==> config.mk <==
export PLATFORM = sky130hd
export DESIGN_NAME = mem2d_clear_arb
export DESIGN_NICKNAME = d
export VERILOG_FILES = /design/src/rtl/mem2d_clear_arb.sv
export SDC_FILE = /design/constraint.sdc
export NUM_CORES = 1
export LEC_CHECK = 0
export CAP_MARGIN = 20
export CORE_MARGIN = 2
export CORE_UTILIZATION = 30
export DETAILED_ROUTE_END_ITERATION = 10
export GPL_ROUTABILITY_DRIVEN = 0
export PLACE_DENSITY = 0.8
export RECOVER_POWER = 25
export SETUP_SLACK_MARGIN = 0.02
export SYNTH_ARGS = -nofsm -noshare
export SYNTH_HDL_FRONTEND = slang
export SYNTH_SLANG_ARGS = --single-unit
==> constraint.sdc <==
create_clock -name clk -period 5.6 [get_ports clk]
set_input_delay 1.68 -clock clk [delete_from_list [all_inputs] [get_ports clk]]
set_output_delay 1.68 -clock clk [all_outputs]
set_load 0.005 [all_outputs]
==> src/rtl/mem2d_clear_arb.sv <==
// Clear-then-arbitrate controller for a 2-D table in an external single-port synchronous memory.
// After reset the whole array is swept to CLEAR_VAL, then two clients share the port round-robin.
module mem2d_clear_arb #(
   parameter int unsigned     ROWS      = 16,
   parameter int unsigned     COLS      = 16,
   parameter int unsigned     DW        = 8,
   parameter int unsigned     RAW       = 4,
   parameter int unsigned     CAW       = 4,
   parameter logic [DW-1:0]   CLEAR_VAL = 8'h00
) (
   input  logic           clk,
   input  logic           rst_n,
   input  logic           clear_start,
   output logic           busy,
   output logic           clear_done,
   input  logic           req0,
   input  logic           we0,
   input  logic [RAW-1:0] row0,
   input  logic [CAW-1:0] col0,
   input  logic [DW-1:0]  wdata0,
   input  logic           req1,
   input  logic           we1,
   input  logic [RAW-1:0] row1,
   input  logic [CAW-1:0] col1,
   input  logic [DW-1:0]  wdata1,
   output logic           gnt0,
   output logic           gnt1,
   output logic           rvalid0,
   output logic           rvalid1,
   output logic [DW-1:0]  rdata,
   output logic           mem_en,
   output logic           mem_we,
   output logic [RAW-1:0] mem_row,
   output logic [CAW-1:0] mem_col,
   output logic [DW-1:0]  mem_wdata,
   input  logic [DW-1:0]  mem_rdata
);

   typedef enum logic [1:0] {
      ST_INIT  = 2'd0,
      ST_CLEAR = 2'd1,
      ST_READY = 2'd2
   } state_e;

   localparam logic [RAW-1:0] ROW_LAST = RAW'(ROWS - 1);
   localparam logic [CAW-1:0] COL_LAST = CAW'(COLS - 1);

   state_e         state_q, state_d;
   logic [RAW-1:0] row_q, row_d;
   logic [CAW-1:0] col_q, col_d;
   logic           rr_q, rr_d;
   logic           rvalid0_q, rvalid0_d;
   logic           rvalid1_q, rvalid1_d;
   logic           sel0_s, sel1_s;

   // Round-robin pick: rr_q == 0 favours requester 0 when both are asking.
   always_comb begin
      sel0_s = 1'b0;
      sel1_s = 1'b0;
      if (req0 && (!req1 || !rr_q)) begin
         sel0_s = 1'b1;
      end else if (req1) begin
         sel1_s = 1'b1;
      end else begin
         sel0_s = 1'b0;
         sel1_s = 1'b0;
      end
   end

   // Sequencer next-state, sweep counters, grants and memory port drive.
   always_comb begin
      state_d    = state_q;
      row_d      = row_q;
      col_d      = col_q;
      rr_d       = rr_q;
      rvalid0_d  = 1'b0;
      rvalid1_d  = 1'b0;
      busy       = 1'b1;
      clear_done = 1'b0;
      gnt0       = 1'b0;
      gnt1       = 1'b0;
      mem_en     = 1'b0;
      mem_we     = 1'b0;
      mem_row    = '0;
      mem_col    = '0;
      mem_wdata  = '0;
      case (state_q)
         ST_INIT: begin
            row_d   = '0;
            col_d   = '0;
            state_d = ST_CLEAR;
         end
         ST_CLEAR: begin
            mem_en    = 1'b1;
            mem_we    = 1'b1;
            mem_row   = row_q;
            mem_col   = col_q;
            mem_wdata = CLEAR_VAL;
            if (col_q == COL_LAST) begin
               col_d = '0;
               if (row_q == ROW_LAST) begin
                  row_d      = '0;
                  clear_done = 1'b1;
                  state_d    = ST_READY;
               end else begin
                  row_d = row_q + RAW'(1);
               end
            end else begin
               col_d = col_q + CAW'(1);
            end
         end
         ST_READY: begin
            busy = 1'b0;
            // A clear request pre-empts arbitration; pending requests simply wait.
            if (clear_start) begin
               row_d   = '0;
               col_d   = '0;
               state_d = ST_CLEAR;
            end else if (sel0_s) begin
               gnt0      = 1'b1;
               mem_en    = 1'b1;
               mem_we    = we0;
               mem_row   = row0;
               mem_col   = col0;
               mem_wdata = wdata0;
               rvalid0_d = !we0;
               rr_d      = 1'b1;
            end else if (sel1_s) begin
               gnt1      = 1'b1;
               mem_en    = 1'b1;
               mem_we    = we1;
               mem_row   = row1;
               mem_col   = col1;
               mem_wdata = wdata1;
               rvalid1_d = !we1;
               rr_d      = 1'b0;
            end else begin
               rr_d = rr_q;
            end
         end
         default: begin
            state_d = ST_INIT;
         end
      endcase
   end

   // State, counters, arbitration pointer and read-return pipeline.
   always_ff @(posedge clk or negedge rst_n) begin
      if (!rst_n) begin
         state_q   <= ST_INIT;
         row_q     <= '0;
         col_q     <= '0;
         rr_q      <= 1'b0;
         rvalid0_q <= 1'b0;
         rvalid1_q <= 1'b0;
      end else begin
         state_q   <= state_d;
         row_q     <= row_d;
         col_q     <= col_d;
         rr_q      <= rr_d;
         rvalid0_q <= rvalid0_d;
         rvalid1_q <= rvalid1_d;
      end
   end

   // Shared read bus is forced to zero whenever no return is in flight.
   always_comb begin
      if (rvalid0_q || rvalid1_q) begin
         rdata = mem_rdata;
      end else begin
         rdata = '0;
      end
   end

   assign rvalid0 = rvalid0_q;
   assign rvalid1 = rvalid1_q;

endmodule
Word level (Yosys, flattened, before mapping)
Cells that the tools add are included.
Widths: inputs -> output; s select.
{ "totals": {"register_bits": 13, "word_cells": 83, "output_inout_bits": 32, "in_bits": 47} }
{ "classes": {"bitwise_logic": 1, "eq_ne": 7, "reduce_logical": 14, "n_mux": 53, "addsub": 2} }
{ "ops": {"columns": ["cell", "n"], "rows": [
  ["$mux 4", 10],
  ["$mux 8", 5],
  ["$mux 1", 28],
  ["$pmux 4 s3", 2],
  ["$pmux 4 s2", 2],
  ["$reduce_and 3->1", 3],
  ["$add 4x1->4 const B", 2],
  ["$eq 4x4->1 const B", 2],
  ["$mux 2", 3],
  ["$ne 2x2->1 const B", 3],
  ["$pmux 2 s3", 1],
  ["$logic_not 1->1", 4],
  ["$pmux 1 s2", 2],
  ["$reduce_bool 3->1", 1],
  ["$eq 2x1->1 const B", 1],
  ["$eq 2x2->1 const B", 1],
  ["$logic_not 2->1", 1],
  ["$logic_or 1x1->1", 2],
  ["$reduce_and 2->1", 1],
  ["$reduce_bool 2->1", 1],
  ["$logic_and 1x1->1", 1],
  ["$not 1->1", 1]
]} }

Logic depth before layout (Yosys ltp)
{ "depth": {"word_depth": 8, "ltp_mapped": 8, "depth_no_buf": 6} }

Worst setup path before layout
No wires, ideal clock.
{ "synth_timing": {"kind": "input port to output port", "from": "input clear_start", "to": "output mem_wdata[0]", "path_stages": 5, "t_arrival_ps": 2446, "slack_ps": 1474, "path_buffers": 2, "required_time_ps": 3920, "path_cell_list": "nor2b_4 -> and3_1 -> buf_2 -> buf_2 -> a22o_1"} }
{ "synth_via": {"elab_chain_cells": 2} }
{ "synth_rtl": {"columns": ["item", "line_no", "rtl"], "rows": [
  ["start, declared", "13", "input logic clear_start,"],
  ["$mux 8", "115", "if (clear_start) begin"],
  ["$mux 8", "87", "case (state_q)"],
  ["end, declared", "35", "output logic [DW-1:0] mem_wdata,"]
]} }
No other way between the ends.

Final worst setup path
{ "layout_timing": {"from": "input clear_start", "to": "output mem_row[1]"} }
{ "layout_via": {"elab_chain_cells": 2} }
{ "layout_rtl": {"columns": ["item", "line_no", "rtl"], "rows": [
  ["$mux 4", "115", null],
  ["$pmux 4 s2", "87", null],
  ["end, declared", "33", "output logic [RAW-1:0] mem_row,"]
]} }
No other way between the ends.

==> results.md <==
- WP data arrival: between 3000 and 4000 ps
- Worst skew pair latency: 240 ps
- Area of the multi-input gates: 692 µm²
- Top post-synthesis cells by area: dfrtp_1 29%, nor2b_1 7.4%, a22o_1 7.1%
- Syn_nets: 180
- Standard-cell rows: 22
- CP dominant cell by count: clkdlybuf4s50_1
- Max IR drop VDD: 0.120 mV
- Crit path time final: 5250 ps
- Peak Freq: 0.191 GHz
- Post-CTS Resized: 0
- Synth Instances: 127
- Core area: 3610 µm²
- Clock Path Buffers: 2
- Post-synthesis sequential area ratio: 0.295
- Die Footprint: 4180 µm²
- MaxCap Viol Count: 0
- Family with the most delay on the worst path: buffers and inverters
- Critical-path maximum fanout: 19
- Number of vias per cell: 4.85
- Antenna viol nets, final: 0
- Leakage power: 0.781 nW
- CP Buf/Inv Count: 3
- Worst hold path class: reg -> reg
- Diodes inserted: 0
- Port Buf Inserts: 78
- Setup crit end kind: output port
- Clock sink count: 13
- Routed wire length per instance: approximately 13 µm
- Number of global-route vias before repair: 1097
- Synth warnings: 0
- Initial antenna violation count: 0
- Final #Nets: 257
- Top_reg_cell synth: dfrtp_1
- WL final: 3200 µm
- Reg-to-reg slack, setup: 3640 ps
- Period utilisation layout: 0.937
- Worst Tran Pin Value: 672 ps
- Final hold vios: 0
- DR DRC count: 0
- Setup TNS: 0 ps
- Io pins: 79
- CP max stage delay: 520 ps
- Status: complete, no violations
- Hold-fix buffers, CTS: 0
- Share of the synthesized area in the top cell type: 0.295
- Yosys reg bits: 13
- Place WS: 340 ps
- Clk_skew: 1.85 ps
- Final Slew Violations: 0
- Post-synth EDFFs: 0
- Critical path cell sequence: clkdlybuf4s50_1 > nor2b_4 > and3_1 > buf_4 > a22oi_1 > a21boi_1 > clkdlybuf4s50_1
- Fill cells: 346
- Die height: 64.7 µm
- Largest net degree at the start of global routing: 20
- Area leader, netlist: dfrtp_1
- Clock transition at path regs: 60 ps
- Htree depth: 1
- Die width: 64.7 µm
- CTS tree: done
- Starting Density: 0.306
- Commonest cells post-synth: 14 x nand2_1, 13 x dfrtp_1, 13 x nor2b_1
- GR Overflow Total: 0
- CTS Buf Count: 3
- Post-DP HPWL: roughly 2500 µm
- Unique masters post-synth: 35
- Area Overhead vs Synth: 76.2%
- Kind of critical path: in -> out
- Mapped Area: 1100 µm²
- Router iterations before antenna repair: 4
- Postcts setup bufs: 0
- Syn avg cell area: 8.69 µm²
- Crit-path slowest cell: clkdlybuf4s50_1
- Worst setup SP type: input pin
- Endpoints failing setup: 0
- Sequential cell area: 325 µm²
- RSZ-0062 raised after global routing: false
- FFs w/ async S/R, synth: 1.00
- Pwr dens: 110 nW/µm²
- First-pass GRT wire length: 4930 µm
- Power after layout: about 0.21 mW
- GRT Util Overall: 0.146
- Setup WS post-layout: 355 ps
- Vias: about 1200
- Critical path required time: 3920 ps
- 1st-iter DRT viols: 18
- Worst slew margin: 0.552
- Layout cells sized above 1: 0.0443
- CTS Root Cell: clkbuf_8
- Top-count cell post-synth: nand2_1
[logic make-up (layout without fill, tap and decap cells)]
family | Yosys count | count (layout) | share of synthesized area
adders and majority gates | 6 | 6 | 0.0680
muxes | 3 | 3 | 0.0283
DFF | 13 | 13 | 0.295
and+or+nand+nor | 43 | 43 | 0.205
buffers and inverters | 15 | 91 | 0.0782
AOI/OAI and AO/OA | 47 | 47 | 0.325
[per-stage QoR]
stage                     cell area, µm²  hold WS, ps  utilization  cells
after detailed placement            1900          500        0.527    247
after global routing                1940          531        0.539    251
final                               1940          514        0.539    251
after floorplan                     1100          472            -    127
after CTS                           1940          508        0.539    251
after global placement              1900          493        0.527    247
[state kept, by name, indices dropped and copies added (netlist names)]
| signal | count |
|---|---|
| col_q | 4 |
| row_q | 4 |
| rr_q | 1 |
| rvalid0 | 1 |
| rvalid1 | 1 |
| state_q | 2 |
[placed cells by master, fill, tap and decap left out]
cell type	n
ha_1	6
o31ai_4	1
a21o_1	1
nand3_1	3
nor3_1	3
mux2_1	1
a21oi_2	1
a21boi_1	8
o21bai_1	1
a31oi_1	2
clkdlybuf4s50_1	77
inv_1	7
and3_1	3
nand4_1	1
buf_4	2
dfrtp_1	13
nor2b_1	13
o22a_1	1
nand2_1	14
o21ai_0	5
nor2b_4	1
clkbuf_8	3
or2_1	1
clkbuf_1	1
a221oi_1	1
mux2i_1	2
nor2_1	3
o2bb2ai_1	1
a21boi_0	1
dlygate4sd3_1	1
o31a_2	1
a22oi_1	8
nand2b_1	1
a21oi_1	5
o221ai_1	1
a22o_1	9
[path summary, 6_finish.rpt]
check,from,end,cells past startpoint
worst max-delay path,clear_start,mem_row[1],7
worst min-delay path,rr_q$_DFFE_PN0P_,rr_q$_DFFE_PN0P_,1
worst max register to register,state_q[1]$_DFFE_PN0P_,state_q[1]$_DFFE_PN0P_,6
worst min register to register,rr_q$_DFFE_PN0P_,rr_q$_DFFE_PN0P_,1
max in group asynchronous,rst_n,col_q[3]$_DFFE_PN0P_,1
min in group asynchronous,rst_n,row_q[0]$_DFFE_PN0P_,1
[final cells by class]
type | count | share of cell area
Clock buffer | 4 | 0.0232
Inverter | 7 | 0.0135
Multi-Input combinational cell | 99 | 0.356
Sequential cell | 13 | 0.167
Tap cell | 48 | 0.0309
Timing Repair Buffer | 80 | 0.409
[routing by layer]
metal  global-route usage  vias up  part of all wire
met2                0.279       33              0.52
li1                     -      612                 -
met1                0.159      570              0.40
met3               0.0469        2             0.070
met4               0.0239        0            0.0047
met5                    0        -                 0
[report_power, final]
group	total, mW	switching (mW)	internal (mW)	leakage [nW]
clock	0.0845	0.0342	0.0503	0.0228
sequential	0.0940	0	0.0940	0.161
combinational	0.0354	0.00687	0.0285	0.597
Power figures use the tool's default switching activity.
